[src/rtl/joy_resolve_pkg.sv]
// joy_resolve_pkg: direction indices, mode/axis types and the rotation remap shared by joy_resolve.
// Revision: 1.0
`default_nettype none

package joy_resolve_pkg;

  localparam int DIR_R = 0;
  localparam int DIR_L = 1;
  localparam int DIR_D = 2;
  localparam int DIR_U = 3;

  typedef enum logic [1:0] {
    MODE_2WAY = 2'd0,
    MODE_4WAY = 2'd1,
    MODE_8WAY = 2'd2
  } mode_e;

  typedef enum logic {
    AXIS_H = 1'b0,
    AXIS_V = 1'b1
  } axis_e;

  localparam logic LAST_LEFT  = 1'b0;
  localparam logic LAST_RIGHT = 1'b1;
  localparam logic LAST_UP    = 1'b0;
  localparam logic LAST_DOWN  = 1'b1;

  // Counter-clockwise: right->up, up->left, left->down, down->right; clockwise is the inverse.
  function automatic logic [3:0] rotate_dirs(input logic [3:0] d, input logic ccw);
    logic [3:0] r;
    r = '0;
    if (ccw) begin
      r[DIR_U] = d[DIR_R];
      r[DIR_L] = d[DIR_U];
      r[DIR_D] = d[DIR_L];
      r[DIR_R] = d[DIR_D];
    end else begin
      r[DIR_D] = d[DIR_R];
      r[DIR_R] = d[DIR_U];
      r[DIR_U] = d[DIR_L];
      r[DIR_L] = d[DIR_D];
    end
    return r;
  endfunction

endpackage

`default_nettype wire

[src/rtl/joy_resolve_ch.sv]
// joy_resolve_ch: one player's sync, debounce, optional rotation (JOY_RESOLVE_ROT_EN),
// last-pressed resolution, mode restriction and output register. Revision: 1.0
`default_nettype none

module joy_resolve_ch
  import joy_resolve_pkg::*;
#(
  parameter int DEBOUNCE_CYCLES = 0,
  parameter int CNT_W           = 8
) (
  input  logic       clk,
  input  logic       I_RESETn,
  input  logic [1:0] mode_i,
`ifdef JOY_RESOLVE_ROT_EN
  input  logic       rotate_i,
  input  logic       rot_ccw_i,
`endif
  input  logic [3:0] dir_i,
  output logic [3:0] dir_o
);

  logic [3:0] sync1_q, sync2_q;
  logic [3:0] deb_w;
  logic [3:0] scr_w;
  logic [3:0] prev_q;
  logic       last_h_q, last_h_d;
  logic       last_v_q, last_v_d;
  axis_e      last_axis_q, last_axis_d;
  logic [3:0] out_q, out_d;

  always_ff @(posedge clk or negedge I_RESETn) begin
    if (!I_RESETn) begin
      sync1_q <= '0;
      sync2_q <= '0;
    end else begin
      sync1_q <= dir_i;
      sync2_q <= sync1_q;
    end
  end

  for (genvar b = 0; b < 4; b++) begin : g_bit
    if (DEBOUNCE_CYCLES == 0) begin : g_bypass
      logic bit_q;
      always_ff @(posedge clk or negedge I_RESETn) begin
        if (!I_RESETn) bit_q <= 1'b0;
        else           bit_q <= sync2_q[b];
      end
      assign deb_w[b] = bit_q;
    end else begin : g_count
      logic             bit_q;
      logic [CNT_W-1:0] cnt_q;
      always_ff @(posedge clk or negedge I_RESETn) begin
        if (!I_RESETn) begin
          bit_q <= 1'b0;
          cnt_q <= '0;
        end else if (sync2_q[b] != bit_q) begin
          if (cnt_q == CNT_W'(DEBOUNCE_CYCLES - 1)) begin
            bit_q <= sync2_q[b];
            cnt_q <= '0;
          end else begin
            cnt_q <= cnt_q + 1'b1;
          end
        end else begin
          cnt_q <= '0;
        end
      end
      assign deb_w[b] = bit_q;
    end
  end

`ifdef JOY_RESOLVE_ROT_EN
  assign scr_w = rotate_i ? rotate_dirs(deb_w, rot_ccw_i) : deb_w;
`else
  assign scr_w = deb_w;
`endif

  always_comb begin
    logic [3:0] rise;
    logic       h_edge, v_edge;
    logic       h_act, v_act;

    rise   = scr_w & ~prev_q;
    h_edge = rise[DIR_R] | rise[DIR_L];
    v_edge = rise[DIR_U] | rise[DIR_D];

    last_h_d = last_h_q;
    if (rise[DIR_L])      last_h_d = LAST_LEFT;
    else if (rise[DIR_R]) last_h_d = LAST_RIGHT;

    last_v_d = last_v_q;
    if (rise[DIR_U])      last_v_d = LAST_UP;
    else if (rise[DIR_D]) last_v_d = LAST_DOWN;

    last_axis_d = last_axis_q;
    if (h_edge && !v_edge)      last_axis_d = AXIS_H;
    else if (v_edge && !h_edge) last_axis_d = AXIS_V;

    // Resolution uses the freshly updated memory so a new press wins in the same cycle.
    out_d = scr_w;
    if (scr_w[DIR_R] && scr_w[DIR_L]) begin
      out_d[DIR_R] = (last_h_d == LAST_RIGHT);
      out_d[DIR_L] = (last_h_d == LAST_LEFT);
    end
    if (scr_w[DIR_U] && scr_w[DIR_D]) begin
      out_d[DIR_U] = (last_v_d == LAST_UP);
      out_d[DIR_D] = (last_v_d == LAST_DOWN);
    end

    h_act = out_d[DIR_R] | out_d[DIR_L];
    v_act = out_d[DIR_U] | out_d[DIR_D];
    case (mode_e'(mode_i))
      MODE_2WAY: begin
        out_d[DIR_U] = 1'b0;
        out_d[DIR_D] = 1'b0;
      end
      MODE_4WAY: begin
        if (h_act && v_act) begin
          if (last_axis_d == AXIS_H) begin
            out_d[DIR_U] = 1'b0;
            out_d[DIR_D] = 1'b0;
          end else begin
            out_d[DIR_R] = 1'b0;
            out_d[DIR_L] = 1'b0;
          end
        end
      end
      default: ;
    endcase
  end

  always_ff @(posedge clk or negedge I_RESETn) begin
    if (!I_RESETn) begin
      prev_q      <= '0;
      last_h_q    <= LAST_LEFT;
      last_v_q    <= LAST_UP;
      last_axis_q <= AXIS_H;
      out_q       <= '0;
    end else begin
      prev_q      <= scr_w;
      last_h_q    <= last_h_d;
      last_v_q    <= last_v_d;
      last_axis_q <= last_axis_d;
      out_q       <= out_d;
    end
  end

  assign dir_o = out_q;

endmodule

`default_nettype wire

[src/rtl/joy_resolve.sv]
// joy_resolve: multi-player joystick conditioner, one joy_resolve_ch per player sharing mode.
// Optional rotation ports under JOY_RESOLVE_ROT_EN. Revision: 1.0
`default_nettype none

module joy_resolve
  import joy_resolve_pkg::*;
#(
  parameter int NUM_PLAYERS     = 2,
  parameter int DEBOUNCE_CYCLES = 0,
  parameter int CNT_W           = 8
) (
  input  logic                     clk,
  input  logic                     I_RESETn,
  input  logic [1:0]               mode,
`ifdef JOY_RESOLVE_ROT_EN
  input  logic                     rotate,
  input  logic                     rot_ccw,
`endif
  input  logic [4*NUM_PLAYERS-1:0] in_dir,
  output logic [4*NUM_PLAYERS-1:0] out_dir
);

  for (genvar p = 0; p < NUM_PLAYERS; p++) begin : g_player
    joy_resolve_ch #(
      .DEBOUNCE_CYCLES(DEBOUNCE_CYCLES),
      .CNT_W          (CNT_W)
    ) u_ch (
      .clk      (clk),
      .I_RESETn (I_RESETn),
      .mode_i   (mode),
`ifdef JOY_RESOLVE_ROT_EN
      .rotate_i (rotate),
      .rot_ccw_i(rot_ccw),
`endif
      .dir_i    (in_dir[4*p +: 4]),
      .dir_o    (out_dir[4*p +: 4])
    );
  end

endmodule

`default_nettype wire
[config.mk]
export PLATFORM = sky130hd
export DESIGN_NAME = joy_resolve
export DESIGN_NICKNAME = d
export VERILOG_FILES = /design/src/rtl/joy_resolve_pkg.sv /design/src/rtl/joy_resolve_ch.sv /design/src/rtl/joy_resolve.sv
export SDC_FILE = /design/constraint.sdc
export NUM_CORES = 1
export LEC_CHECK = 0
export CORE_MARGIN = 2
export CORE_UTILIZATION = 50
export DETAILED_ROUTE_END_ITERATION = 7
export GPL_ROUTABILITY_DRIVEN = 1
export HOLD_SLACK_MARGIN = 0.15
export PLACE_DENSITY = 0.74
export SLEW_MARGIN = 20
export SYNTH_ARGS = -nofsm -noshare
export SYNTH_HDL_FRONTEND = slang
export SYNTH_SLANG_ARGS = --single-unit
[constraint.sdc]
create_clock -name clk -period 2.13 [get_ports clk]
set_input_delay 0.639 -clock clk [delete_from_list [all_inputs] [get_ports clk]]
set_output_delay 0.639 -clock clk [all_outputs]
set_load 0.01 [all_outputs]
==> results.yml <==
final_layout:
  nets: 140
  drive_above_1_share: 0.209
  area_growth_pct: 21.2
  final_util: 0.631
  diodes: 0
  final_cells: 173
sta:
  setup_viol: 0
  fin_crit_ns: 1.88
  setup_tns_ns: 0
  fin_crit_sh: 0.882
  whs_ns: 0.273
  worst_pin_slew_ns: 0.572
  clock_skew_ns: 0.00391
  finalHoldViolCount: 0
  worst_slack_ns: 0.252
  fmax_mhz: 532
  rsz0062_at_grt: "no"
  report.final.slew_viol_count: 0
  maxSlewHeadroom: 0.619
routing:
  drc: 0
  wire_per_inst_um: 12.3
  vias: 833
  postRouteAntennaNets: 0
  routed_wl_um: 2130
  drt_iter0_drc: 17
  drt_pass1_iterations: 4
  avgViaCountPerCell: 4.82
pwr:
  swShare: 0.226
  powerDensity_mw_per_mm2: 838
  p_sw_w: 0.000362
  static-leakage-power_nw: 0.841
  clockPowerShare: 0.298
  p_seq_frac: 0.602
  comb_power_share: 0.100
  ir_worst_vdd_v: 0.000490
  intPower_w: 0.00124
critical_path:
  startpoint_type: "flop"
  cp_max_fo: 1
  path_depth: 1
  cp_slowest_cell: "clkdlybuf4s50_1"
  critPathCaptureType: "output port"
  cp_data_arrival_time_ns: 1.24
  r2r_slack_ns: 0.67
  max_stage_delay_ns: 0.53
  critPathBufInv: 1
  path_cells: "clkdlybuf4s50_1"
  crit_type: "flop to output port"
  critPathTopFamily: "buffers and inverters"
  required_ns: 1.49
  rr_worst_depth: 4
clock_tree:
  h-tree-depth: 2
  cts_buffers: 5
  cts_buffer_depth: 2
  ctsResizeCount: 0
  cts.sinks: 46
  clk-insertion-delay-late_ns: 0.34
  cts_tree: "built"
  cts.hold.buffers_added: 0
  clk_pin_slew_ns: 0.12
  root_buffer: "clkbuf_4"
  cts_setup_buffers: 0
synthesis:
  avgSynthCellArea_um2: 15.8
  synth_top_flop_cell: "dfrtp_1"
  synth.ff_latch_count: 46
  synth_nets: 112
  synth_edf_count: 0
  netlist_area_mm2: 0.00158
  ys_seq_area_frac: 0.730
  synthArstFlopShare: 1.00
  synth_cell_type_count: 24
  ys_warn_count: 0
  syn_inst: 100
global_routing:
  grt_max_degree: 29
  antenna_found_initial: 0
  grt_overflow: 0
  grt_pass1_vias: 846
  grt_pass1_wl_um: 3580
  grt.total_usage: 0.143
status:
  status: "finished, final reports clean"
placement:
  place_inst: 165
  preCtsSetupSlack_ns: 0.279
  io_buffers: 19
  gp_congestion: 0.743
  hpwl_um: 1530
floorplanning:
  core-area_mm2: 0.00303
  die_h_um: 60.2
  pin_count: 20
  placementRows: 20
  dieArea_mm2: 0.00362
  start_util: 0.521
  fp.dieW_um: 60.2
job:
  drv_cap: 0
min_path:
  min_path_type: "input port to asynchronous set/reset pin"
[power by group through the flow]
stage	Clock, W	Combinational, W	Sequential [W]
final	0.000478	0.000160	0.000963
after global routing	0.000529	0.000177	0.000970
after CTS	0.000499	0.000163	0.000964
after detailed placement	0	0.000162	0.000982
after global placement	0	0.000159	0.000977
after floorplan	0	0.0000810	0.000979
[logic make-up after synthesis]
group,count (synthesis),synth area share
simple gates,20,0.0770
compound gates,24,0.169
buf+inv,10,0.0238
flops,46,0.730
[per-stage QoR]
step	total power (W)	instance area (um^2)
6_report	0.00160	1910
5_1_grt	0.00168	1910
4_1_cts	0.00163	1910
3_5_place_dp	0.00114	1830
3_3_place_gp	0.00114	1830
2_1_floorplan	0.00106	1580
[layout make-up]
cell class	count	area (um^2)
clock buffer	8	78.8
fill	229	1120
inverter	10	37.5
multi-input combinational	44	388
sequential	46	1150
tap	44	55.1
timing repair buffer	21	200
[flip-flops by register name, summed over array words and instances (netlist names)]
signal and cells:
g_player.u_ch.last_axis_q 2, g_player.u_ch.last_h_q 2, g_player.u_ch.prev_q 8, g_player.u_ch.dir_o 8, g_player.u_ch.last_v_q 2, g_player.u_ch.sync2_q 8, g_player.u_ch.sync1_q 8, g_player.u_ch.g_bit.g_bypass.bit_q 8
[metal layers]
layer / vias to the layer above / share of wire / GRT usage
li1: 394 / - / -
met1: 410 / 0.42 / 0.163
met2: 23 / 0.50 / 0.224
met3: 6 / 0.059 / 0.0606
met4: 0 / 0.029 / 0.0857
met5: - / 0 / 0
[placed cells by master, fill, tap and decap left out, drive strengths merged]
master         netlist  routed
dfrtp               46      46
clkdlybuf4s50        0      18
inv                 10      10
clkbuf               0       8
nor2                 7       7
nand2b               5       5
o21ai                4       4
a2111oi              4       4
and2b                4       4
o211ai               4       4
buf                  0       3
a21boi               2       2
o22ai                2       2
nor3                 2       2
a221oi               2       2
nand2                2       2
a21oi                2       2
a211oi               2       2
a21o                 2       2
[cells in the mapped netlist, types with 3 or more instances]
cell / n / area, um^2
nor2_1: 7 / 26.3
nand2b_1: 3 / 18.8
o21ai_0: 4 / 20.0
dfrtp_1: 46 / 1150
inv_1: 10 / 37.5
a2111oi_2: 3 / 45.0
[worst paths after layout]
path / from / to
max in group asynchronous: I_RESETn / g_player[0].u_ch.g_bit[1].g_bypass.bit_q
hold / removal: I_RESETn / g_player[1].u_ch.prev_q[2]
setup / recovery: g_player[0].u_ch.dir_o[0] / out_dir[0]
hold reg to reg: g_player[1].u_ch.sync2_q[1] / g_player[1].u_ch.g_bit[1].g_bypass.bit_q
setup reg to reg: g_player[1].u_ch.g_bit[1].g_bypass.bit_q / g_player[1].u_ch.dir_o[2]
min in group clk: g_player[1].u_ch.sync2_q[1] / g_player[1].u_ch.g_bit[1].g_bypass.bit_q
Power figures use the tool's default switching activity.
